## src/rtl/spi_shifter.sv

```systemverilog
// SPI mode-0 master shifter: single/dual/quad data lines, 1..4 byte commands,
// optional read capture returned right-aligned through a valid/ready port.
module spi_shifter #(
    parameter int DW = 4,
    parameter int SN = 8
) (
    input  logic          clk,
    input  logic          rst_n,
    input  logic [7:0]    cfg_div,
    input  logic          cmd_vld,
    output logic          cmd_rdy,
    input  logic [31:0]   cmd_dat,
    input  logic [1:0]    cmd_len,
    input  logic [1:0]    cmd_iom,
    input  logic          cmd_oen,
    input  logic          cmd_ien,
    input  logic [SN-1:0] cmd_ssn,
    input  logic          cmd_end,
    output logic          rdt_vld,
    input  logic          rdt_rdy,
    output logic [31:0]   rdt_dat,
    input  logic          sck_i,
    output logic          sck_o,
    output logic          sck_t,
    input  logic [DW-1:0] sio_i,
    output logic [DW-1:0] sio_o,
    output logic [DW-1:0] sio_t,
    input  logic [SN-1:0] ssn_i,
    output logic [SN-1:0] ssn_o,
    output logic [SN-1:0] ssn_t
);

    typedef enum logic [2:0] {
        ST_IDLE,
        ST_SEL,
        ST_HI,
        ST_LO,
        ST_HOLD,
        ST_WAIT
    } state_t;

    localparam logic [1:0] MODE_SINGLE = 2'd0;
    localparam logic [1:0] MODE_DUAL   = 2'd1;
    localparam logic [1:0] MODE_QUAD   = 2'd2;

    localparam logic [3:0] SIO_O_IDLE = 4'b1100;
    localparam logic [3:0] SIO_T_IDLE = 4'b0011;

    state_t        state_q, state_d;
    logic [7:0]    cnt_q, cnt_d;
    logic [7:0]    div_q, div_d;
    logic [5:0]    per_q, per_d;
    logic [1:0]    mode_q, mode_d;
    logic          oen_q, oen_d;
    logic          ien_q, ien_d;
    logic          end_q, end_d;
    logic [31:0]   tx_q, tx_d;
    logic [31:0]   rx_q, rx_d;
    logic          sck_q, sck_d;
    logic [3:0]    sio_o_q, sio_o_d;
    logic [3:0]    sio_t_q, sio_t_d;
    logic [SN-1:0] ssn_q, ssn_d;
    logic          rdy_q, rdy_d;
    logic          rvld_q, rvld_d;
    logic [31:0]   rdat_q, rdat_d;

    logic          accept;
    logic [1:0]    cmd_mode;
    logic [31:0]   tx_shift;
    logic          unused_inputs;

    // Data bits go out on the highest-numbered active line first.
    function automatic logic [3:0] drive_bits(input logic [31:0] tx, input logic [1:0] mode);
        case (mode)
            MODE_SINGLE: return {2'b11, 1'b0, tx[31]};
            MODE_DUAL:   return {2'b11, tx[31:30]};
            default:     return tx[31:28];
        endcase
    endfunction

    function automatic logic [3:0] tri_bits(input logic [1:0] mode, input logic oen);
        case (mode)
            MODE_SINGLE: return {1'b0, 1'b0, 1'b1, ~oen};
            MODE_DUAL:   return {1'b0, 1'b0, ~oen, ~oen};
            default:     return {4{~oen}};
        endcase
    endfunction

    function automatic logic [31:0] shift_tx(input logic [31:0] tx, input logic [1:0] mode);
        case (mode)
            MODE_SINGLE: return {tx[30:0], 1'b0};
            MODE_DUAL:   return {tx[29:0], 2'b00};
            default:     return {tx[27:0], 4'b0000};
        endcase
    endfunction

    function automatic logic [31:0] shift_rx(input logic [31:0] rx, input logic [1:0] mode,
                                             input logic [3:0] sin);
        case (mode)
            MODE_SINGLE: return {rx[30:0], sin[1]};
            MODE_DUAL:   return {rx[29:0], sin[1:0]};
            default:     return {rx[27:0], sin};
        endcase
    endfunction

    function automatic logic [5:0] periods(input logic [1:0] len, input logic [1:0] mode);
        logic [5:0] nbytes;
        nbytes = {4'b0000, len} + 6'd1;
        case (mode)
            MODE_SINGLE: return nbytes << 3;
            MODE_DUAL:   return nbytes << 2;
            default:     return nbytes << 1;
        endcase
    endfunction

    assign cmd_mode = (cmd_iom == 2'b11) ? MODE_QUAD : cmd_iom;
    assign accept   = cmd_vld && rdy_q;
    assign tx_shift = shift_tx(tx_q, mode_q);

    always_comb begin
        state_d = state_q;
        cnt_d   = cnt_q;
        div_d   = div_q;
        per_d   = per_q;
        mode_d  = mode_q;
        oen_d   = oen_q;
        ien_d   = ien_q;
        end_d   = end_q;
        tx_d    = tx_q;
        rx_d    = rx_q;
        sck_d   = sck_q;
        sio_o_d = sio_o_q;
        sio_t_d = sio_t_q;
        ssn_d   = ssn_q;
        rvld_d  = rvld_q;
        rdat_d  = rdat_q;

        if (rvld_q && rdt_rdy) begin
            rvld_d = 1'b0;
        end

        case (state_q)
            ST_IDLE, ST_WAIT: begin
                if (accept) begin
                    div_d   = cfg_div;
                    cnt_d   = cfg_div;
                    mode_d  = cmd_mode;
                    oen_d   = cmd_oen;
                    ien_d   = cmd_ien;
                    end_d   = cmd_end;
                    tx_d    = cmd_dat;
                    rx_d    = '0;
                    per_d   = periods(cmd_len, cmd_mode);
                    sck_d   = 1'b0;
                    sio_o_d = drive_bits(cmd_dat, cmd_mode);
                    sio_t_d = tri_bits(cmd_mode, cmd_oen);
                    // A held select is kept as-is; only a fresh transfer picks a slave.
                    if (state_q == ST_IDLE) begin
                        ssn_d   = ~cmd_ssn;
                        state_d = ST_SEL;
                    end else begin
                        state_d = ST_LO;
                    end
                end
            end
            ST_SEL, ST_LO: begin
                if (cnt_q != 8'd0) begin
                    cnt_d = cnt_q - 8'd1;
                end else begin
                    state_d = ST_HI;
                    cnt_d   = div_q;
                    sck_d   = 1'b1;
                    per_d   = per_q - 6'd1;
                    if (ien_q) begin
                        rx_d = shift_rx(rx_q, mode_q, sio_i[3:0]);
                    end
                end
            end
            ST_HI: begin
                if (cnt_q != 8'd0) begin
                    cnt_d = cnt_q - 8'd1;
                end else begin
                    cnt_d = div_q;
                    sck_d = 1'b0;
                    if (per_q == 6'd0) begin
                        state_d = ST_HOLD;
                    end else begin
                        state_d = ST_LO;
                        tx_d    = tx_shift;
                        sio_o_d = drive_bits(tx_shift, mode_q);
                    end
                end
            end
            ST_HOLD: begin
                if (cnt_q != 8'd0) begin
                    cnt_d = cnt_q - 8'd1;
                end else begin
                    if (ien_q) begin
                        rvld_d = 1'b1;
                        rdat_d = rx_q;
                    end
                    if (end_q) begin
                        state_d = ST_IDLE;
                        ssn_d   = '1;
                        sio_o_d = SIO_O_IDLE;
                        sio_t_d = SIO_T_IDLE;
                    end else begin
                        state_d = ST_WAIT;
                    end
                end
            end
            default: begin
                state_d = ST_IDLE;
            end
        endcase

        rdy_d = ((state_d == ST_IDLE) || (state_d == ST_WAIT)) && !rvld_d;
    end

    always_ff @(posedge clk or negedge rst_n) begin
        if (!rst_n) begin
            state_q <= ST_IDLE;
            cnt_q   <= '0;
            div_q   <= '0;
            per_q   <= '0;
            mode_q  <= MODE_SINGLE;
            oen_q   <= 1'b0;
            ien_q   <= 1'b0;
            end_q   <= 1'b0;
            tx_q    <= '0;
            rx_q    <= '0;
            sck_q   <= 1'b0;
            sio_o_q <= SIO_O_IDLE;
            sio_t_q <= SIO_T_IDLE;
            ssn_q   <= '1;
            rdy_q   <= 1'b0;
            rvld_q  <= 1'b0;
            rdat_q  <= '0;
        end else begin
            state_q <= state_d;
            cnt_q   <= cnt_d;
            div_q   <= div_d;
            per_q   <= per_d;
            mode_q  <= mode_d;
            oen_q   <= oen_d;
            ien_q   <= ien_d;
            end_q   <= end_d;
            tx_q    <= tx_d;
            rx_q    <= rx_d;
            sck_q   <= sck_d;
            sio_o_q <= sio_o_d;
            sio_t_q <= sio_t_d;
            ssn_q   <= ssn_d;
            rdy_q   <= rdy_d;
            rvld_q  <= rvld_d;
            rdat_q  <= rdat_d;
        end
    end

    // The master always drives SCK and the selects; their inputs are not observed.
    assign sck_t         = 1'b0;
    assign ssn_t         = '0;
    assign unused_inputs = ^{sck_i, ssn_i};

    assign sck_o   = sck_q;
    assign sio_o   = sio_o_q;
    assign sio_t   = sio_t_q;
    assign ssn_o   = ssn_q;
    assign cmd_rdy = rdy_q;
    assign rdt_vld = rvld_q;
    assign rdt_dat = rdat_q;

endmodule

```

## config.mk

```make
export PLATFORM = sky130hd
export DESIGN_NAME = spi_shifter
export DESIGN_NICKNAME = d
export VERILOG_FILES = /design/src/rtl/spi_shifter.sv
export SDC_FILE = /design/constraint.sdc
export NUM_CORES = 1
export LEC_CHECK = 0
export CAP_MARGIN = 10
export CORE_MARGIN = 1.5
export CORE_UTILIZATION = 56
export CTS_BUF_LIST = sky130_fd_sc_hd__clkbuf_2
export DETAILED_ROUTE_END_ITERATION = 8
export PLACE_DENSITY = 0.87
export SKIP_CTS_REPAIR_TIMING = 1
export SYNTH_ARGS = -nofsm -noshare
export SYNTH_HDL_FRONTEND = slang
export SYNTH_SLANG_ARGS = --single-unit
export TNS_END_PERCENT = 20
```

## constraint.sdc

```tcl
create_clock -name clk -period 2.8 [get_ports clk]
set_clock_uncertainty 0.1 [all_clocks]
set_input_delay 0.56 -clock clk [delete_from_list [all_inputs] [get_ports clk]]
set_output_delay 0.56 -clock clk [all_outputs]
set_load 0.03 [all_outputs]
```

=== Word-level counts from Yosys, hierarchy flattened ===
Cells that the tools add are included.

* $add $sub $neg: 3
* $mul: 0
* Divide/modulo/power cells: 0
* $lt $le $gt $ge: 0
* Eq/ne operators: 18
* Shift operators: 0
* Mux-type cells: 53
* Bitwise operators: 3
* Reduce and logical (&&, ||, !) cells: 30

{| class="wikitable"
|+ Operator list
! kind !! number
|-
| $pmux 32 s2 || 3
|-
| $mux 32 || 3
|-
| $mux 31 || 3
|-
| $pmux 31 s2 || 1
|-
| $mux 8 || 7
|-
| $mux 4 || 8
|-
| $pmux 4 s2 || 4
|-
| $pmux 6 s2 || 2
|-
| $pmux 8 s3 || 1
|-
| $mux 3 || 6
|-
| $ne 2x2->1 const B || 9
|-
| $pmux 8 s2 || 1
|-
| $reduce_and 4->1 || 4
|-
| $mux 6 || 2
|-
| $pmux 3 s4 || 1
|-
| $pmux 4 s3 || 1
|-
| $eq 3x3->1 const B || 3
|-
| $reduce_and 3->1 || 3
|-
| $reduce_bool 3->1 || 3
|-
| $not 8->8 || 1
|-
| $reduce_bool 8->1 || 1
|-
| $sub 8x1->8 const B || 1
|-
| $mux 1 || 7
|-
| $eq 3x2->1 const B || 2
|-
| other kinds (20) || 30
|}

* Bits in registers: 143
* Latch bits: 0
* RAM bits: 0
* Memory bits (read-only): 0
* Input port bits: 72
* Output and inout bits: 60
* Memories: 0

=== Depth between registers and ports, before layout ===
Gate-level depths: netlist (run 1).

* Depth in word-level cells: 7
* Mapped depth: 10
* Mapped depth without buffers: 9

=== Least setup slack after synthesis (run 1) ===
No wires, ideal clock.

* Kind: flip-flop to flip-flop
* Start point: reg, netlist name per_q[0]
* End point: reg cnt_q[1]
* Library setup time: 0.125 ns
* Arrival time: 2.268 ns
* Slack: 0.307 ns
* Stages on the path, launching flop included: 9
* Clock period less this slack: 2.493 ns
* Path through: dfrtp_1 inv_1 ha_1 or4b_4 o21ai_0 a21oi_1 o31a_1 nor3_4 mux2_4

{| class="wikitable"
|+ RTL lines
! element !! RTL line !! text
|-
| end signal, assigned || 241 || <nowiki>cnt_q <= cnt_d;</nowiki>
|-
| end, declared || 50 || <nowiki>logic [7:0] cnt_q, cnt_d;</nowiki>
|}

=== Worst setup path after layout (run 1) ===
* Start point: reg cnt_q[0]
* End point: reg cnt_q[0]

* Longest elaborated chain between the ends: 3
* Elaborated cells on any way between the ends: 7
* Classes of those cells: add/sub (1); eq/ne (1); mux (3); reduce/logical (2)

{| class="wikitable"
|+ Ends and longest elaborated chain
! element !! RTL line !! text
|-
| $sub 8x1->8 / $reduce_bool 8->1 (equally long branches) || -- ||
|-
| $mux 8, or another cell as far along || 195 || <nowiki>if (cnt_q != 8'd0) begin</nowiki>
|-
| $pmux 8 s3 / $reduce_and 3->1 (equally long branches) || -- ||
|}

Parallel ways exist; a longest one is shown, timed or not. The select of a mux whose other input is x is not followed.
A chain may end at the register's enable or synchronous reset.

==> results of run 1 <==
==> worst max-delay path: stages (launching register included) <==
cell,delay [ns]
dfrtp_1,0.43
inv_1,0.11
ha_1,0.22
nor4b_4,0.33
nand2_1,0.26
a21o_1,0.27
o31a_1,0.30
nor3_4,0.16
buf_4,0.19
mux2i_1,0.20
==> metal layers <==
layer	wire length (µm)	vias to the layer above
met4	357	0
met3	832	27
met1	7940	3224
met2	8620	187
li1	-	3228
met5	0	-
==> final timing paths <==
kind | start | depth (start not counted) | endpoint
max reg2reg | cnt_q[0] | 9 | cnt_q[0]
min reg2reg | per_q[0] | 1 | per_q[0]
max | cnt_q[0] | 9 | cnt_q[0]
min in group asynchronous | rst_n | 2 | tx_q[20]
min | cmd_ssn[3] | 2 | ssn_o[3]
max in group asynchronous | rst_n | 3 | rx_q[22]
==> cells by family after synthesis <==
| group | count (synthesis) | synth area share |
|---|---|---|
| AND/OR/NAND/NOR | 259 | 0.147 |
| AO/OA/AOI/OAI | 247 | 0.191 |
| flip-flops | 142 | 0.452 |
| multiplexers | 113 | 0.152 |
| buffers and inverters | 89 | 0.0527 |
| adder cells (fa/ha/maj) | 3 | 0.00476 |
| other | 1 | 0.000476 |
==> final cells by class <==
| class | instances | area, µm² | area share |
|---|---|---|---|
| multi-input combinational | 631 | 3970 | 0.417 |
| sequential | 142 | 3580 | 0.376 |
| timing repair buffer | 144 | 1420 | 0.149 |
| tap | 180 | 225 | 0.0237 |
| clock inverter | 14 | 174 | 0.0183 |
| clock buffer | 18 | 90.1 | 0.00948 |
| inverter | 15 | 56.3 | 0.00592 |
==> state kept, by name, summed over array words and instances (netlist names) <==
register / cells
tx_q: 31
rdt_dat: 32
ien_q: 1
sck_o: 1
mode_q: 2
end_q: 1
state_q: 3
rx_q: 32
sio_o: 4
per_q: 6
rdt_vld: 1
div_q: 8
cmd_rdy: 1
ssn_o: 8
sio_t: 3
cnt_q: 8
==> cells in the mapped netlist, types with 3 or more instances <==
cell	number	area share
inv_1	15	0.0071
a311oi_1	6	0.0067
o211ai_1	3	0.0029
o221ai_1	7	0.0078
nor3_1	11	0.0070
a21oi_1	113	0.072
nand2_1	94	0.045
mux2i_1	61	0.077
ha_1	3	0.0048
dfrtp_1	130	0.41
buf_2	11	0.0070
nor2_1	112	0.053
or2_2	3	0.0024
o31ai_1	35	0.033
o21ai_0	43	0.027
a31oi_1	8	0.0063
buf_4	11	0.010
o311ai_0	3	0.0033
dfstp_2	12	0.040
nor2b_1	5	0.0040
nand3_1	4	0.0025
clkbuf_1	45	0.021
nand2b_1	8	0.0063
mux2_2	51	0.073
buf_1	3	0.0014
a211oi_1	10	0.0095
==> power by group through the flow <==
stage               logic (µW)  clock network (µW)  registers, µW
floorplan                 1040                   0           2790
global placement          1680                   0           2710
detailed placement        1720                   0           2720
CTS                       1730                1340           2680
global route              1920                1420           2730
finish                    1750                1310           2690
==> metrics by stage <==
| step | hold WS, ns | instance area (µm²) |
|---|---|---|
| final | 0.213 | 9510 |
| after detailed placement | 0.373 | 9200 |
| after CTS | -0.360 | 9470 |
| after global placement | 0.368 | 9200 |
| after global routing | 0.156 | 9510 |
| after floorplan | 0.164 | 7920 |
==> run_results.csv, run 1 <==
group,metric,value,unit
setup_path,rrSetupSlack,0.16,ns
clock_network,cts.clk_slew.worst_paths,0.19,ns
pwr,p_switching,1990,µW
clock_network,cts.sinks,142,
setup_path,end_kind,"flop",
global_routing,gr-total-overflow,0,
global_routing,use_met3,0.0478,
hold_path,hold_path_class,"primary input to flop",
die,io_pins,132,
route,drt_wl_total,17.8,mm
synthesis,syn-cell-area,0.00789,mm²
route,drtAntennaViolNets,0,
placed_design,io_buffers,113,
global_routing,grt_first_pass_wirelength,28.8,mm
die,die-area,0.0148,mm²
route,route.detailed.drc,0,
setup_path,path_max_fanout,7,
route,first_pass_iters,5,
timing,slew_headroom,0.292,
global_routing,top_usage_layer,"met2",
timing,fmax,379,MHz
cells_and_area,layout.cells.non_filler,1144,
timing,finalCritPeriodShare,0.942,
pwr,intPower,3750,µW
cells_and_area,area_growth_syn_to_layout,20.5,%
clock_network,cts_tree,"done",
synthesis,ys.flop_type,"dfrtp_1",
synthesis,ys_seq_area_frac,0.452,
synthesis,syn_area_per_cell,9.23,µm²
synthesis,synthArstFlopShare,1.00,
clock_network,h-tree-depth,4,
setup_path,critical_path_class,"flop to flop",
cells_and_area,drive_gt1_frac,0.148,
route,wl_per_cell,15.5,µm
global_routing,grt_max_degree,90,
pwr,seqPwrFrac,0.468,
clock_network,cts-root-buf,"clkbuf_2",
setup_path,start_kind,"flop",
timing,worst_slack,0.163,ns
synthesis,synth_edf_count,0,
pwr,clkPwrFrac,0.228,
pwr,powerDensity,605,mW/mm²
cells_and_area,final_common_cell,"dfrtp_1",
pwr,total_power,5750,µW
cells_and_area,fin_nets,1026,
clock_network,clock_latency,0.74,ns
pwr,power_leakage,0.00397,µW
run_status,outcome,"finished clean",
setup_path,required,3.37,ns
clock_network,cts_buffers,17,
flow_run,drv_cap,0,
synthesis,synth_warnings,0,
setup_path,arrival,3.20,ns
synthesis,syn_inst,854,
global_routing,use_met1,0.335,
route,vias,6666,
route,drt_iter0_markers,509,
placed_design,dp_hpwl,11.7,mm
global_routing,grt_usage,0.244,
cells_and_area,layout_common_cells,"dfrtp_1 (128), a21oi_1 (112), clkdlybuf4s50_1 (112)",
pwr,pwr-share-comb,0.304,
timing,drv_slew,0,
cells_and_area,final_core_util,0.687,
route,vias_per_cell,5.83,
die,chipHeight,122,µm
global_routing,grt_pass1_vias,6037,
timing,hold_viol,0,
die,initial_core_util,0.570,
die,num_rows,43,
die,die_w,122,µm
clock_network,cts_buffer_depth,2,
global_routing,grtUsageMet2,0.387,
placed_design,gp_congestion,0.900,
synthesis,yosysUniqueCellTypes,64,
timing,setup_viol,0,
timing,worst_slew_pin_slew,1.06,ns
pwr,ir_worst_vdd,0.405,mV
global_routing,antenna_found_initial,0,
timing,final.setup.tns,0,ns
die,coreArea,0.0138,mm²
placed_design,place_inst,1109,
cells_and_area,fillers,1094,
pwr,p_sw_frac,0.347,
synthesis,ys_ff_latch,142,
placed_design,dp_slack,0.0703,ns
timing,min_period,2.64,ns
cells_and_area,n_antenna_cell,0,
No activity file was read; power rests on OpenSTA's default activity.
==> inputs of run 2 (changes only) <==
- CAP_MARGIN: 10 -> 20
- CORE_UTILIZATION: 56 -> 60
- PLACE_DENSITY: 0.87 -> 0.93
- clock period: 2.8 -> 3.3 ns (I/O delays scaled with it)
==> run_results.csv, run 2 (same netlist as run 1, synthesis figures left out) <==
group,metric,value,unit
setup_path,arrival,3.36,ns
timing,final.setup.tns,0,ns
setup_path,path_max_fanout,6,
route,drt_iter0_markers,715,
placed_design,place_inst,1089,
route,first_pass_iters,5,
clock_network,cts_tree,"done",
cells_and_area,fillers,928,
timing,fmax,347,MHz
die,initial_core_util,0.620,
timing,finalCritPeriodShare,0.872,
global_routing,gr-total-overflow,0,
cells_and_area,final_common_cell,"dfrtp_1",
setup_path,required,3.78,ns
global_routing,grt_pass1_vias,6234,
cells_and_area,area_growth_syn_to_layout,18.4,%
flow_run,drv_cap,0,
cells_and_area,multi_input_area,0.00395,mm²
cells_and_area,layout_common_cells,"dfrtp_1 (128), a21oi_1 (113), clkdlybuf4s50_1 (112)",
pwr,power_leakage,0.00389,µW
global_routing,antenna_found_initial,1,
timing,slew_headroom,0.310,
setup_path,end_kind,"flop",
placed_design,io_buffers,113,
route,vias_per_cell,5.92,
pwr,powerDensity,512,mW/mm²
hold_path,hold_path_class,"primary input to flop",
clock_network,cts.clk_slew.worst_paths,0.18,ns
timing,min_period,2.88,ns
route,drt_wl_total,18.0,mm
pwr,ir_worst_vdd,0.296,mV
route,vias,6652,
clock_network,clock_latency,0.72,ns
cells_and_area,drive_gt1_frac,0.139,
cells_and_area,fin_nets,1013,
cells_and_area,layout.cells.non_filler,1124,
clock_network,cts.sinks,142,
die,chipHeight,118,µm
timing,hold_viol,0,
timing,worst_slew_pin_slew,1.03,ns
timing,setup_viol,0,
clock_network,cts-root-buf,"clkbuf_2",
timing,drv_slew,0,
clock_network,h-tree-depth,4,
placed_design,dp_hpwl,12.0,mm
die,coreArea,0.0127,mm²
setup_path,start_kind,"flop",
global_routing,grt_first_pass_wirelength,30.2,mm
die,die-area,0.0138,mm²
route,drtAntennaViolNets,0,
die,io_pins,132,
run_status,outcome,"finished clean",
clock_network,cts_buffers,17,
route,route.detailed.drc,0,
die,die_w,118,µm
die,num_rows,41,
global_routing,grt_usage,0.266,
placed_design,gp_congestion,0.875,
setup_path,critical_path_class,"flop to flop",
cells_and_area,seqCellArea,0.00358,mm²
global_routing,grt_max_degree,122,
timing,grt_setup_unrepaired,"false",
route,wl_per_cell,16.0,µm
clock_network,cts_buffer_depth,2,
## run 2: worst paths after layout
path                       slack, ns          end        from  cells past startpoint
setup / recovery                0.42     cnt_q[3]    per_q[1]                      8
hold / removal                  0.33     ssn_o[2]  cmd_ssn[2]                      2
setup reg to reg                0.42     cnt_q[3]    per_q[1]                      8
hold reg to reg                 0.41     rx_q[31]    rx_q[31]                      2
max in group asynchronous       1.90     sio_o[2]       rst_n                      3
min in group asynchronous       0.41  rdt_dat[15]       rst_n                      2
## run 2: report_power, final
part | switching (µW) | internal (µW)
sequential | 275 | 2020
clock | 616 | 419
combinational | 806 | 649
## run 2: layer usage
layer,routed length [µm],global-route usage,up-vias,part of all wire
li1,-,-,3206,-
met1,7900,0.340,3182,0.44
met2,8760,0.445,232,0.49
met3,937,0.0591,32,0.052
met4,394,0.0991,0,0.022
met5,0,0,-,0
## run 2: final cells by class
class	instances	area share
inverters	15	0.00603
multi-input cells	631	0.423
flip-flops and latches	142	0.383
well taps	172	0.0230
diodes	1	0.000268
clock buffers	19	0.0102
repair buffers	131	0.139
clock inverters	13	0.0157
## run 2: worst max-delay path, stage by stage (launching register included)
cell and delay (ns):
dfrtp_1 0.44, inv_1 0.09, ha_1 0.22, or4b_4 0.51, nor2_1 0.30, a311oi_1 0.24, nor4_2 0.39, or2_1 0.32
o221ai_1 0.14
## run 2: metrics by stage
step | hold WS (ns) | power (µW) | util | setup slack (ns) | instance area [µm²]
final | 0.332 | 4780 | 0.734 | 0.422 | 9340
after CTS | -0.161 | 4790 | 0.732 | 0.456 | 9310
after floorplan | 0.264 | 3250 | - | 0.807 | 7920
after global routing | 0.264 | 5060 | 0.734 | 0.248 | 9340
after global placement | 0.367 | 3690 | 0.713 | 0.453 | 9070
after detailed placement | 0.380 | 3750 | 0.713 | 0.385 | 9070
==> inputs of run 3 (changes only) <==
- ABC_AREA: unset -> 1
- CORE_UTILIZATION: 60 -> 50
- PLACE_DENSITY: 0.93 -> 0.83
- clock period: 3.3 -> 2.55 ns (I/O delays scaled with it)
==> run_results.csv, run 3 <==
group,metric,value,unit
setup_path,path_max_fanout,3,
timing,drv_slew,0,
cells_and_area,fillers,1329,
global_routing,grt_usage,0.224,
setup_path,startpoint,"sio_t[2]",
setup_path,cp_top_family,"buffers and inverters",
global_routing,grt_pass1_vias,6422,
pwr,ir_worst_vdd,0.606,mV
die,coreArea,0.0152,mm²
setup_path,r2r-start,"cnt_q[0]",
die,die_w,128,µm
placed_design,dp_hpwl,12.0,mm
synthesis,synth_edf_count,0,
pwr,powerDensity,1150,mW/mm²
route,route.detailed.drc,0,
cells_and_area,final_common_cell,"nand2_1",
run_status,outcome,"finished clean",
placed_design,gp_congestion,0.873,
timing,fmax,414,MHz
timing,whs,0.214,ns
global_routing,grt_max_degree,65,
setup_path,path_buf_inv,1,
route,drt_wl_total,17.5,mm
setup_path,slowest_stage,"clkdlybuf4s50_1",
global_routing,use_met3,0.0488,
synthesis,ys_seq_area_frac,0.459,
global_routing,use_met1,0.304,
synthesis,synthArstFlopShare,1.00,
clock_network,cts_tree,"done",
setup_path,start_kind,"flop",
cells_and_area,layout.cells.non_filler,1239,
cells_and_area,layout_common_cells,"nand2_1 (218), dfrtp_1 (130), clkdlybuf4s50_1 (100)",
setup_path,worstRegToRegCells,10,
timing,worst_slack,0.136,ns
pwr,power_leakage,0.00426,µW
setup_path,rrSetupSlack,0.28,ns
global_routing,grtUsageMet2,0.354,
pwr,pwr-share-comb,0.514,
global_routing,antenna_found_initial,1,
route,drtAntennaViolNets,0,
die,io_pins,132,
synthesis,syn-cell-area,0.00778,mm²
synthesis,synth_top_area_cell,"dfrtp_1",
pwr,clkPwrFrac,0.143,
placed_design,io_buffers,113,
cells_and_area,fin_nets,1112,
synthesis,ys_ff_latch,142,
route,first_pass_iters,5,
timing,min_period,2.41,ns
clock_network,cts.clk_slew.worst_paths,0.19,ns
setup_path,cp-endpoint,"sio_t[2]",
route,wl_per_cell,14.1,µm
setup_path,cp.depth,1,
cells_and_area,final_area,0.00934,mm²
timing,setup_viol,0,
synthesis,netlist_top_cells_area,"dfrtp_1 (42%), nand2_1 (11%), o21ai_2 (6.3%)",
synthesis,yosysUniqueCellTypes,43,
pwr,p_sw_frac,0.454,
synthesis,syn_area_per_cell,8.29,µm²
synthesis,syn_inst,938,
pwr,p_switching,4890,µW
cells_and_area,area_growth_syn_to_layout,20.1,%
route,drt_iter0_markers,579,
pwr,seqPwrFrac,0.343,
die,initial_core_util,0.512,
clock_network,clock_latency,0.69,ns
timing,finalCritPeriodShare,0.947,
placed_design,place_inst,1205,
cells_and_area,drive_gt1_frac,0.148,
placed_design,dp_slack,0.194,ns
die,num_rows,45,
pwr,intPower,5880,µW
die,die-area,0.0163,mm²
timing,hold_viol,0,
global_routing,top_usage_layer,"met2",
route,vias_per_cell,5.48,
synthesis,ys.flop_type,"dfrtp_1",
flow_run,drv_cap,0,
clock_network,cts_buffers,17,
timing,worst_slew_pin_slew,0.651,ns
clock_network,cts_buffer_depth,2,
setup_path,required,1.94,ns
route,vias,6784,
setup_path,arrival,1.80,ns
setup_path,critical_path_class,"flop to output pin",
setup_path,cp_cell_sequence,"clkdlybuf4s50_1",
pwr,total_power,10800,µW
die,chipHeight,128,µm
timing,grt_setup_unrepaired,"false",
setup_path,end_kind,"output pin",
global_routing,gr-total-overflow,0,
hold_path,hold_path_class,"primary input to async pin",
setup_path,rr_endpoint,"cmd_rdy",
timing,slew_headroom,0.565,
synthesis,netlist_top_cells_count,"nand2_1 (219), dfrtp_1 (130), inv_1 (98)",
synthesis,synth_warnings,0,
clock_network,h-tree-depth,4,
synthesis,yosys.cell_count.top_type,"nand2_1",
synthesis,netlist.area_leader.share,0.418,
global_routing,grt_first_pass_wirelength,29.5,mm
clock_network,cts.sinks,142,
setup_path,max_stage_delay,0.69,ns
placed_design,place_area,0.00901,mm²
clock_network,cts-root-buf,"clkbuf_2",
## run 3: cell types whose count changed after synthesis, moves of 34 or more
cell     before  now
nand2_1      94  219
inv_1        15   98
a21oi_1     113   34
nor2_1      112   37
mux2i_1      61    0
o21ai_2       0   56
o22ai_1       2   55
mux2_2       51    0
o21ai_1       0   38
o31ai_1      35    1
## run 3: cells by family (layout without fill, tap and decap cells)
family / Yosys count / count (layout) / share of synthesized area
fa+ha+maj: 3 / 3 / 0.00483
buf+inv: 168 / 272 / 0.102
other cells: 1 / 10 / 0.000482
simple gates: 328 / 328 / 0.185
xor+xnor: 6 / 6 / 0.00676
flops: 142 / 142 / 0.459
compound gates: 290 / 290 / 0.243
## run 3: layout make-up
cell class	instances	area (µm²)	share of cell area
inverter	104	393	0.0421
clock buffer	19	95.1	0.0102
multi-input combinational	636	3450	0.369
sequential	142	3570	0.382
tap	188	235	0.0252
clock inverter	13	194	0.0208
antenna	1	2.50	0.000268
timing repair buffer	136	1400	0.150
## run 3: metrics by stage
stage / util / TNS, ns
floorplan: - / 0
global placement: 0.592 / 0
detailed placement: 0.592 / 0
CTS: 0.611 / -0.672
global route: 0.614 / 0
finish: 0.614 / 0
## run 3: routing by layer
metal,share of wire,up-vias
met3,0.061,26
met4,0.017,0
met5,0,-
met1,0.46,3173
li1,-,3349
met2,0.46,236
## run 3: worst min path at each step
| stage | cells past startpoint | end | slack [ns] |
|---|---|---|---|
| after floorplan | 0 | cmd_rdy | 0.11 |
| after global placement | 2 | rdt_dat[28] | 0.36 |
| after detailed placement | 2 | ssn_o[6] | 0.36 |
| after CTS | 1 | sio_o[1] | -0.40 |
| after global routing | 2 | ssn_o[4] | 0.16 |
| final | 2 | sio_o[1] | 0.21 |
## run 3: power by group through the flow
stage / Sequential, µW / Combinational, µW / Clock [µW]
after floorplan: 3820 / 4220 / 0
after global placement: 3700 / 5390 / 0
after detailed placement: 3730 / 5510 / 0
after CTS: 3690 / 5530 / 1580
after global routing: 3800 / 6200 / 1670
final: 3690 / 5530 / 1540
